File: src/rtl/shift_feed_ctrl.sv
// shift_feed_ctrl: feeds a framed pixel stream into a delay line, zero-flushing at each line end.
// Optional FEED_SOF_CHECK_EN: a mid-line SOF sets sticky sof_err and resynchronises to col 0.
module shift_feed_ctrl #(
    parameter int DATA_WIDTH = 8,
    parameter int DEPTH      = 10,
    parameter int LINE_WIDTH = 64,
    parameter int NUM_LINES  = 48
) (
    input  logic                  clk,
    input  logic                  rst,
    input  logic [DATA_WIDTH-1:0] s_data,
    input  logic                  s_valid,
    input  logic                  s_sof,
    output logic                  s_ready,
    output logic [DATA_WIDTH-1:0] sr_data,
    output logic                  sr_shift_en,
    output logic                  tap_valid,
    output logic [(LINE_WIDTH > 1 ? $clog2(LINE_WIDTH) : 1)-1:0] col,
    output logic [(NUM_LINES > 1 ? $clog2(NUM_LINES) : 1)-1:0]   row,
    output logic                  frame_done,
    output logic                  sof_err
);
    localparam int CW     = LINE_WIDTH > 1 ? $clog2(LINE_WIDTH) : 1;
    localparam int RW     = NUM_LINES > 1 ? $clog2(NUM_LINES) : 1;
    localparam int SHIFTS = LINE_WIDTH + DEPTH - 1;
    localparam int SW     = $clog2(SHIFTS + 1);

    typedef enum logic [1:0] {IDLE, LINE, FLUSH} state_t;

    state_t                state_q, state_d;
    logic [SW-1:0]         shift_cnt, cnt_d, issue;
    logic [CW-1:0]         col_d, base_col;
    logic [RW-1:0]         row_d;
    logic [DATA_WIDTH-1:0] data_d;
    logic                  shift_d, real_d, last_d;
    logic                  sr_real, sr_last;
    logic                  tap_d, done_d, err_d;
    logic                  start, resync;

    assign s_ready = (state_q != FLUSH);

    always_comb begin
        state_d  = state_q;
        col_d    = col;
        row_d    = row;
        cnt_d    = shift_cnt;
        data_d   = '0;
        shift_d  = 1'b0;
        real_d   = 1'b0;
        last_d   = 1'b0;
        err_d    = sof_err;
        // Output flags follow the shift the delay line performs this edge
        tap_d    = sr_shift_en && sr_real;
        done_d   = sr_shift_en && sr_last;
        issue    = shift_cnt + 1'b1;
        base_col = col;
        start    = 1'b0;
        resync   = 1'b0;
        unique case (state_q)
            IDLE: start = s_valid && s_sof;
            LINE: begin
`ifdef FEED_SOF_CHECK_EN
                resync = s_valid && s_sof && (col != '0);
`endif
            end
            FLUSH: begin
                shift_d = 1'b1;
                real_d  = (issue >= SW'(DEPTH));
                if (shift_cnt == SW'(SHIFTS - 1)) begin
                    cnt_d = '0;
                    if (row == RW'(NUM_LINES - 1)) begin
                        state_d = IDLE;
                        row_d   = '0;
                        last_d  = 1'b1;
                    end else begin
                        state_d = LINE;
                        row_d   = row + 1'b1;
                    end
                end else begin
                    cnt_d = issue;
                end
            end
            default: state_d = IDLE;
        endcase
        if (start || resync || (state_q == LINE && s_valid)) begin
            if (start || resync) begin
                issue    = SW'(1);
                base_col = '0;
                row_d    = '0;
            end
            err_d   = sof_err | resync;
            shift_d = 1'b1;
            data_d  = s_data;
            real_d  = (issue >= SW'(DEPTH));
            cnt_d   = issue;
            if (base_col == CW'(LINE_WIDTH - 1)) begin
                col_d   = '0;
                state_d = FLUSH;
            end else begin
                col_d   = base_col + 1'b1;
                state_d = LINE;
            end
        end
    end

    always_ff @(posedge clk) begin
        if (rst) begin
            state_q     <= IDLE;
            shift_cnt   <= '0;
            col         <= '0;
            row         <= '0;
            sr_data     <= '0;
            sr_shift_en <= 1'b0;
            sr_real     <= 1'b0;
            sr_last     <= 1'b0;
            tap_valid   <= 1'b0;
            frame_done  <= 1'b0;
            sof_err     <= 1'b0;
        end else begin
            state_q     <= state_d;
            shift_cnt   <= cnt_d;
            col         <= col_d;
            row         <= row_d;
            sr_data     <= data_d;
            sr_shift_en <= shift_d;
            sr_real     <= real_d;
            sr_last     <= last_d;
            tap_valid   <= tap_d;
            frame_done  <= done_d;
            sof_err     <= err_d;
        end
    end
endmodule

File: config.mk
export PLATFORM = sky130hd
export DESIGN_NAME = shift_feed_ctrl
export DESIGN_NICKNAME = d
export VERILOG_FILES = /design/src/rtl/shift_feed_ctrl.sv
export SDC_FILE = /design/constraint.sdc
export NUM_CORES = 1
export LEC_CHECK = 0
export CAP_MARGIN = 0
export CORE_MARGIN = 3
export CORE_UTILIZATION = 45
export CTS_BUF_LIST = sky130_fd_sc_hd__clkbuf_4
export DETAILED_ROUTE_END_ITERATION = 8
export GPL_TIMING_DRIVEN = 0
export PLACE_DENSITY = 0.74
export SKIP_CTS_REPAIR_TIMING = 1
export SLEW_MARGIN = 20
export SYNTH_ARGS = -nofsm -noshare
export SYNTH_HDL_FRONTEND = slang
export SYNTH_SLANG_ARGS = --single-unit
File: constraint.sdc
create_clock -name clk -period 4.1 [get_ports clk]
set_input_delay 0.41 -clock clk [delete_from_list [all_inputs] [get_ports clk]]
set_output_delay 0.41 -clock clk [all_outputs]
set_load 0.02 [all_outputs]
---- Word level (Yosys, flattened, before mapping) ----
Index checks and enable logic that the tools add are counted.
W data, S select, Z words.
storage, ports and cells
  input port bits ......................... 12
  register bits ........................... 34
operators by class
  add/sub/neg operators ................... 3
  bitwise operators ....................... 3
  reduce and logical (&&, ||, !) cells .... 11
  eq/ne operators ......................... 8
  multiplexer cells ....................... 24
  order comparisons ....................... 2
operators with widths
  kind                   number
  $mux W6                8
  $mux W7                5
  $ge A7 B4 Y1 const B   2
  $add A6 B1 Y6 const B  2
  $eq A6 B6 Y1 const B   2
  $add A7 B1 Y7 const B  1
  $eq A7 B7 Y1 const B   1
  $mux W1                7
  $mux W2                3
  $logic_and A1 B1 Y1    4
  $pmux W2 S2            1
  $reduce_or A2 Y1       2
  $ne A3 B3 Y1 const B   1
  $not A1 Y1             3
  $reduce_or A3 Y1       1
  $eq A2 B1 Y1 const B   1
  $eq A2 B2 Y1 const B   1
  $logic_not A2 Y1       1
  $ne A2 B1 Y1 const B   1
  $ne A2 B2 Y1 const B   1
  $reduce_and A2 Y1      1
  $reduce_bool A2 Y1     1
  $logic_or A1 B1 Y1     1

---- Logic depth before layout (Yosys ltp) ----
  depth after elaboration ................. 7
  depth in mapped cells ................... 8
  mapped depth without buffers ............ 8

---- Worst setup path before layout ----
OpenSTA, ideal clock, no wires.
  kind .................................... register -> register
  from .................................... register state_q[0]
  to ...................................... register state_q[0]
  arrival ................................. 1.839 ns
  path buffers ............................ 0
  setup time .............................. 0.130 ns
  path slack .............................. 2.131 ns
  clock period less this slack ............ 1.969 ns
  cell stages (with the launch flop) ...... 9
  cells stage by stage .................... dfxtp_1 -> and4bb_1 -> nor2b_1 -> ha_1 -> nand3_1 -> nor3_1 -> o22ai_1 -> o21ai_0 -> a21oi_1
on the way
  cells in the longest elaborated chain, start to end .. 7
  elaborated cells on any way between the ends .. 16
  classes of those cells .................. 5 x eq/ne; 6 x mux; 5 x reduce/logical
RTL lines
  element                   line  source
  start: declaration        30    state_t state_q, state_d;
  start signal: assignment  120   state_q <= state_d;
  $logic_not A2 Y1          59    unique case (state_q)
  $mux W1                   59
  $mux W6                   86    if (start || resync) begin
  $mux W6                   85    if (start || resync || (state_q == LINE && s_valid)) begin
  $eq A6 B6 Y1              96    if (base_col == CW'(LINE_WIDTH - 1)) begin
  $mux W2                   96
  $mux W2                   85
Several ways; a longest one is shown, not always the timed one. The select of a mux whose other input is x is not followed.
A chain may end at the register's enable or synchronous reset.

---- Worst setup path in the final report ----
Ends and elaborated chain as after synthesis.

==> metrics.txt <==
status finished, final reports clean; routed length per instance 13.2 um; Max Root-Sink Buffers 2; critical path arrival between 2 and 3 ns; Final period util 58.1%; MaxCap Viol Count 0; DR iter-0 viols a little over 70; Layout area overhead 30.4%; number of buffers created by CTS 5; commonest non-fill, non-tap cells in the layout dfxtp_1 (34), clkdlybuf4s50_1 (34), nor2_1 (19); CTS tree yes; first-pass GRT wire length 6210 um; vias in the first global route ~1300; PwrDens approximately 310 mW/mm^2; post-synthesis compound-gate area fraction a little over an eighth; Mapped Area between 0.0015 and 0.002 sq mm; Placer Congestion 0.841; crit path max fanout 8; Crit Path Category reg -> reg; r2r startpoint state_q[0]$_SDFFE_PP0P_; critical path startpoint category flip-flop; FF-to-FF End state_q[0]$_SDFFE_PP0P_; Hold Vio Cnt, Final 0; setup tns final 0 ns; initial antenna violation count 0; Final Max Tran Viols 0; hpwl dp approximately 2600 um; register area share after synthesis 43.8%; hold_sp rst; Initial Util between 40% and 50%; fin crit period between 2 and 2.5 ns; Overall Global Routing Usage between 10% and 20%; io pins 37; post-route cell area just over 0.002 sq mm; largest net degree at the start of global routing 12; adder-cell share of the synthesized area 4.03%; Post-Syn Instances approximately 180; syn avg cell area approximately 8.7 sq um; # diodes 0; Place WS between 1 and 1.5 ns; skew final ~0.01 ns; Remaining DRCs 0; Clock transition at path regs roughly 0.10 ns; Pleak ~0.73 nW; Core Region 0.00318 sq mm; final setup vio count 0; detailed-route via count roughly 1400; final-layout fill cell count ~280; Post-synth top flop dfxtp_1; CP required approximately 4.3 ns; Synth Net Count 196; Final Non-Filler Cells 265; Rows 20; VDD IR max roughly 0.23 mV; R2R Setup Slk approximately 1.7 ns; simple-gate share of the synthesized area 31.2%; largest family of logic cells by synthesized area simple AND/OR/NAND/NOR gates; WL final between 3000 and 4000 um; Worst Hold End state_q[1]$_SDFFE_PP0P_; Ys Warns 0; post-synthesis async set-or-reset flop share 0%; TritonRoute pass-1 iters 4; Post-Synth XOR/XNOR Area 3.95%; worst rel slew slack between 50 and 60%; RSZ-0062 raised after global routing no; hold crit path type in -> reg; # clock sinks 34; Post-DP Area a little under 0.002 sq mm; number of port buffers 34; grt ovf 0; Inst Count DP 257; layout cells sized above 1 under 10%; worst hold stages 2; Worst R2R Path Depth 8; H-Tree Depth 2; register area ~700 sq um; area occupied by multi-input gates slightly above 800 sq um; Final #Nets around 240; Die Ht between 60 and 70 um; DR vias/cell 5.19; number of flops mapped to enable cells by yosys 0; Die X 64.8 um; mux share of post-synthesis cell area less than 1%; Yosys cell types 39; #FFs+latches synth 34; post-route setup slack around 1.7 ns; die area between 0.004 and 0.005 sq mm; worst-skew pair later-pin latency roughly 0.34 ns; root buf cell clkbuf_4; Least-Margin Pin Slew 0.675 ns; Max Freq roughly 420 MHz; overall power approximately 0.00063 W; Detail Route Antenna Nets 0; CP endpoint kind flip-flop
## sequential cells by signal (all words and copies together) (netlist names)
name	cells
row	6
tap_valid	1
col	6
frame_done	1
shift_cnt	7
sr_data	8
sr_real	1
state_q	2
sr_shift_en	1
sr_last	1
## cell usage after synthesis (2+ instances only)
master    instances  share of area [%]
a211oi_1          2               0.97
a21oi_1          16                5.2
a22oi_1           3                1.4
a311oi_1          3                1.7
and2_1            9                3.6
and3_1            3                1.2
and3b_1           2                1.1
clkbuf_1          2               0.48
dfxtp_1          34                 44
ha_1              5                4.0
inv_1             3               0.72
nand2_1          16                3.9
nand2b_1          4                1.6
nand3_1           7                2.3
nand3b_1          2               0.97
nor2_1           19                4.6
nor2b_1           6                2.4
nor3_1           11                3.5
o21ai_0           5                1.6
or3_1             3                1.2
xnor2_1           5                2.8
xor2_1            2                1.1
## metrics by stage
step	hold WS, ns	util [%]
after floorplan	0.440	-
after global placement	0.450	61.3
after detailed placement	0.454	61.3
after CTS	0.469	63.8
after global routing	0.501	63.8
final	0.475	63.8
## layout make-up
cell class	count	share of cell area, %
multi-input cells	136	40.8
well taps	44	2.72
inverters	4	0.741
clock buffers	5	1.85
clock inverters	3	1.98
repair buffers	34	16.8
flip-flops and latches	34	33.6
plain buffers	5	1.54
## how the worst max path moves through the flow
stage | startpoint | to | slack (ns) | cells past startpoint
CTS | state_q[0]$_SDFFE_PP0P_ | state_q[0]$_SDFFE_PP0P_ | 1.77 | 8
floorplan | state_q[0]$_SDFFE_PP0P_ | state_q[0]$_SDFFE_PP0P_ | 2.13 | 8
global placement | s_valid | state_q[0]$_SDFFE_PP0P_ | 1.48 | 9
global route | state_q[0]$_SDFFE_PP0P_ | state_q[0]$_SDFFE_PP0P_ | 1.40 | 8
finish | state_q[0]$_SDFFE_PP0P_ | state_q[0]$_SDFFE_PP0P_ | 1.72 | 8
detailed placement | s_valid | state_q[0]$_SDFFE_PP0P_ | 1.41 | 9
## report_power, final
group,switching (W),internal [W]
logic,0.0000292,0.0000259
clock network,0.000113,0.000126
registers,0.00000452,0.000335
total,0.000147,0.000488
## kinds of logic (layout without fill, tap and decap cells)
group | after synthesis | count (layout)
buffers and inverters | 9 | 51
flip-flops | 34 | 34
AO/OA/AOI/OAI | 34 | 34
XOR/XNOR | 7 | 7
multiplexers | 1 | 1
adder cells (fa/ha/maj) | 5 | 5
AND/OR/NAND/NOR | 88 | 88
other | 1 | 1
## per-layer routing
| metal | global-route usage (%) | vias up | wire length, um |
|---|---|---|---|
| li1 | - | 705 | - |
| met1 | 23.5 | 626 | 1660 |
| met2 | 30.7 | 40 | 1560 |
| met3 | 7.11 | 5 | 223 |
| met4 | 5.54 | 0 | 46 |
| met5 | 0 | - | 0 |
## critical path: stages (launching register included)
cell and delay (ns):
dfxtp_1 0.51, and4bb_1 0.31, nor2b_1 0.17, ha_1 0.22, nand3_1 0.12, nor3_1 0.58
o22ai_1 0.15, o21ai_0 0.11, a21oi_1 0.09
Power figures use the tool's default switching activity.
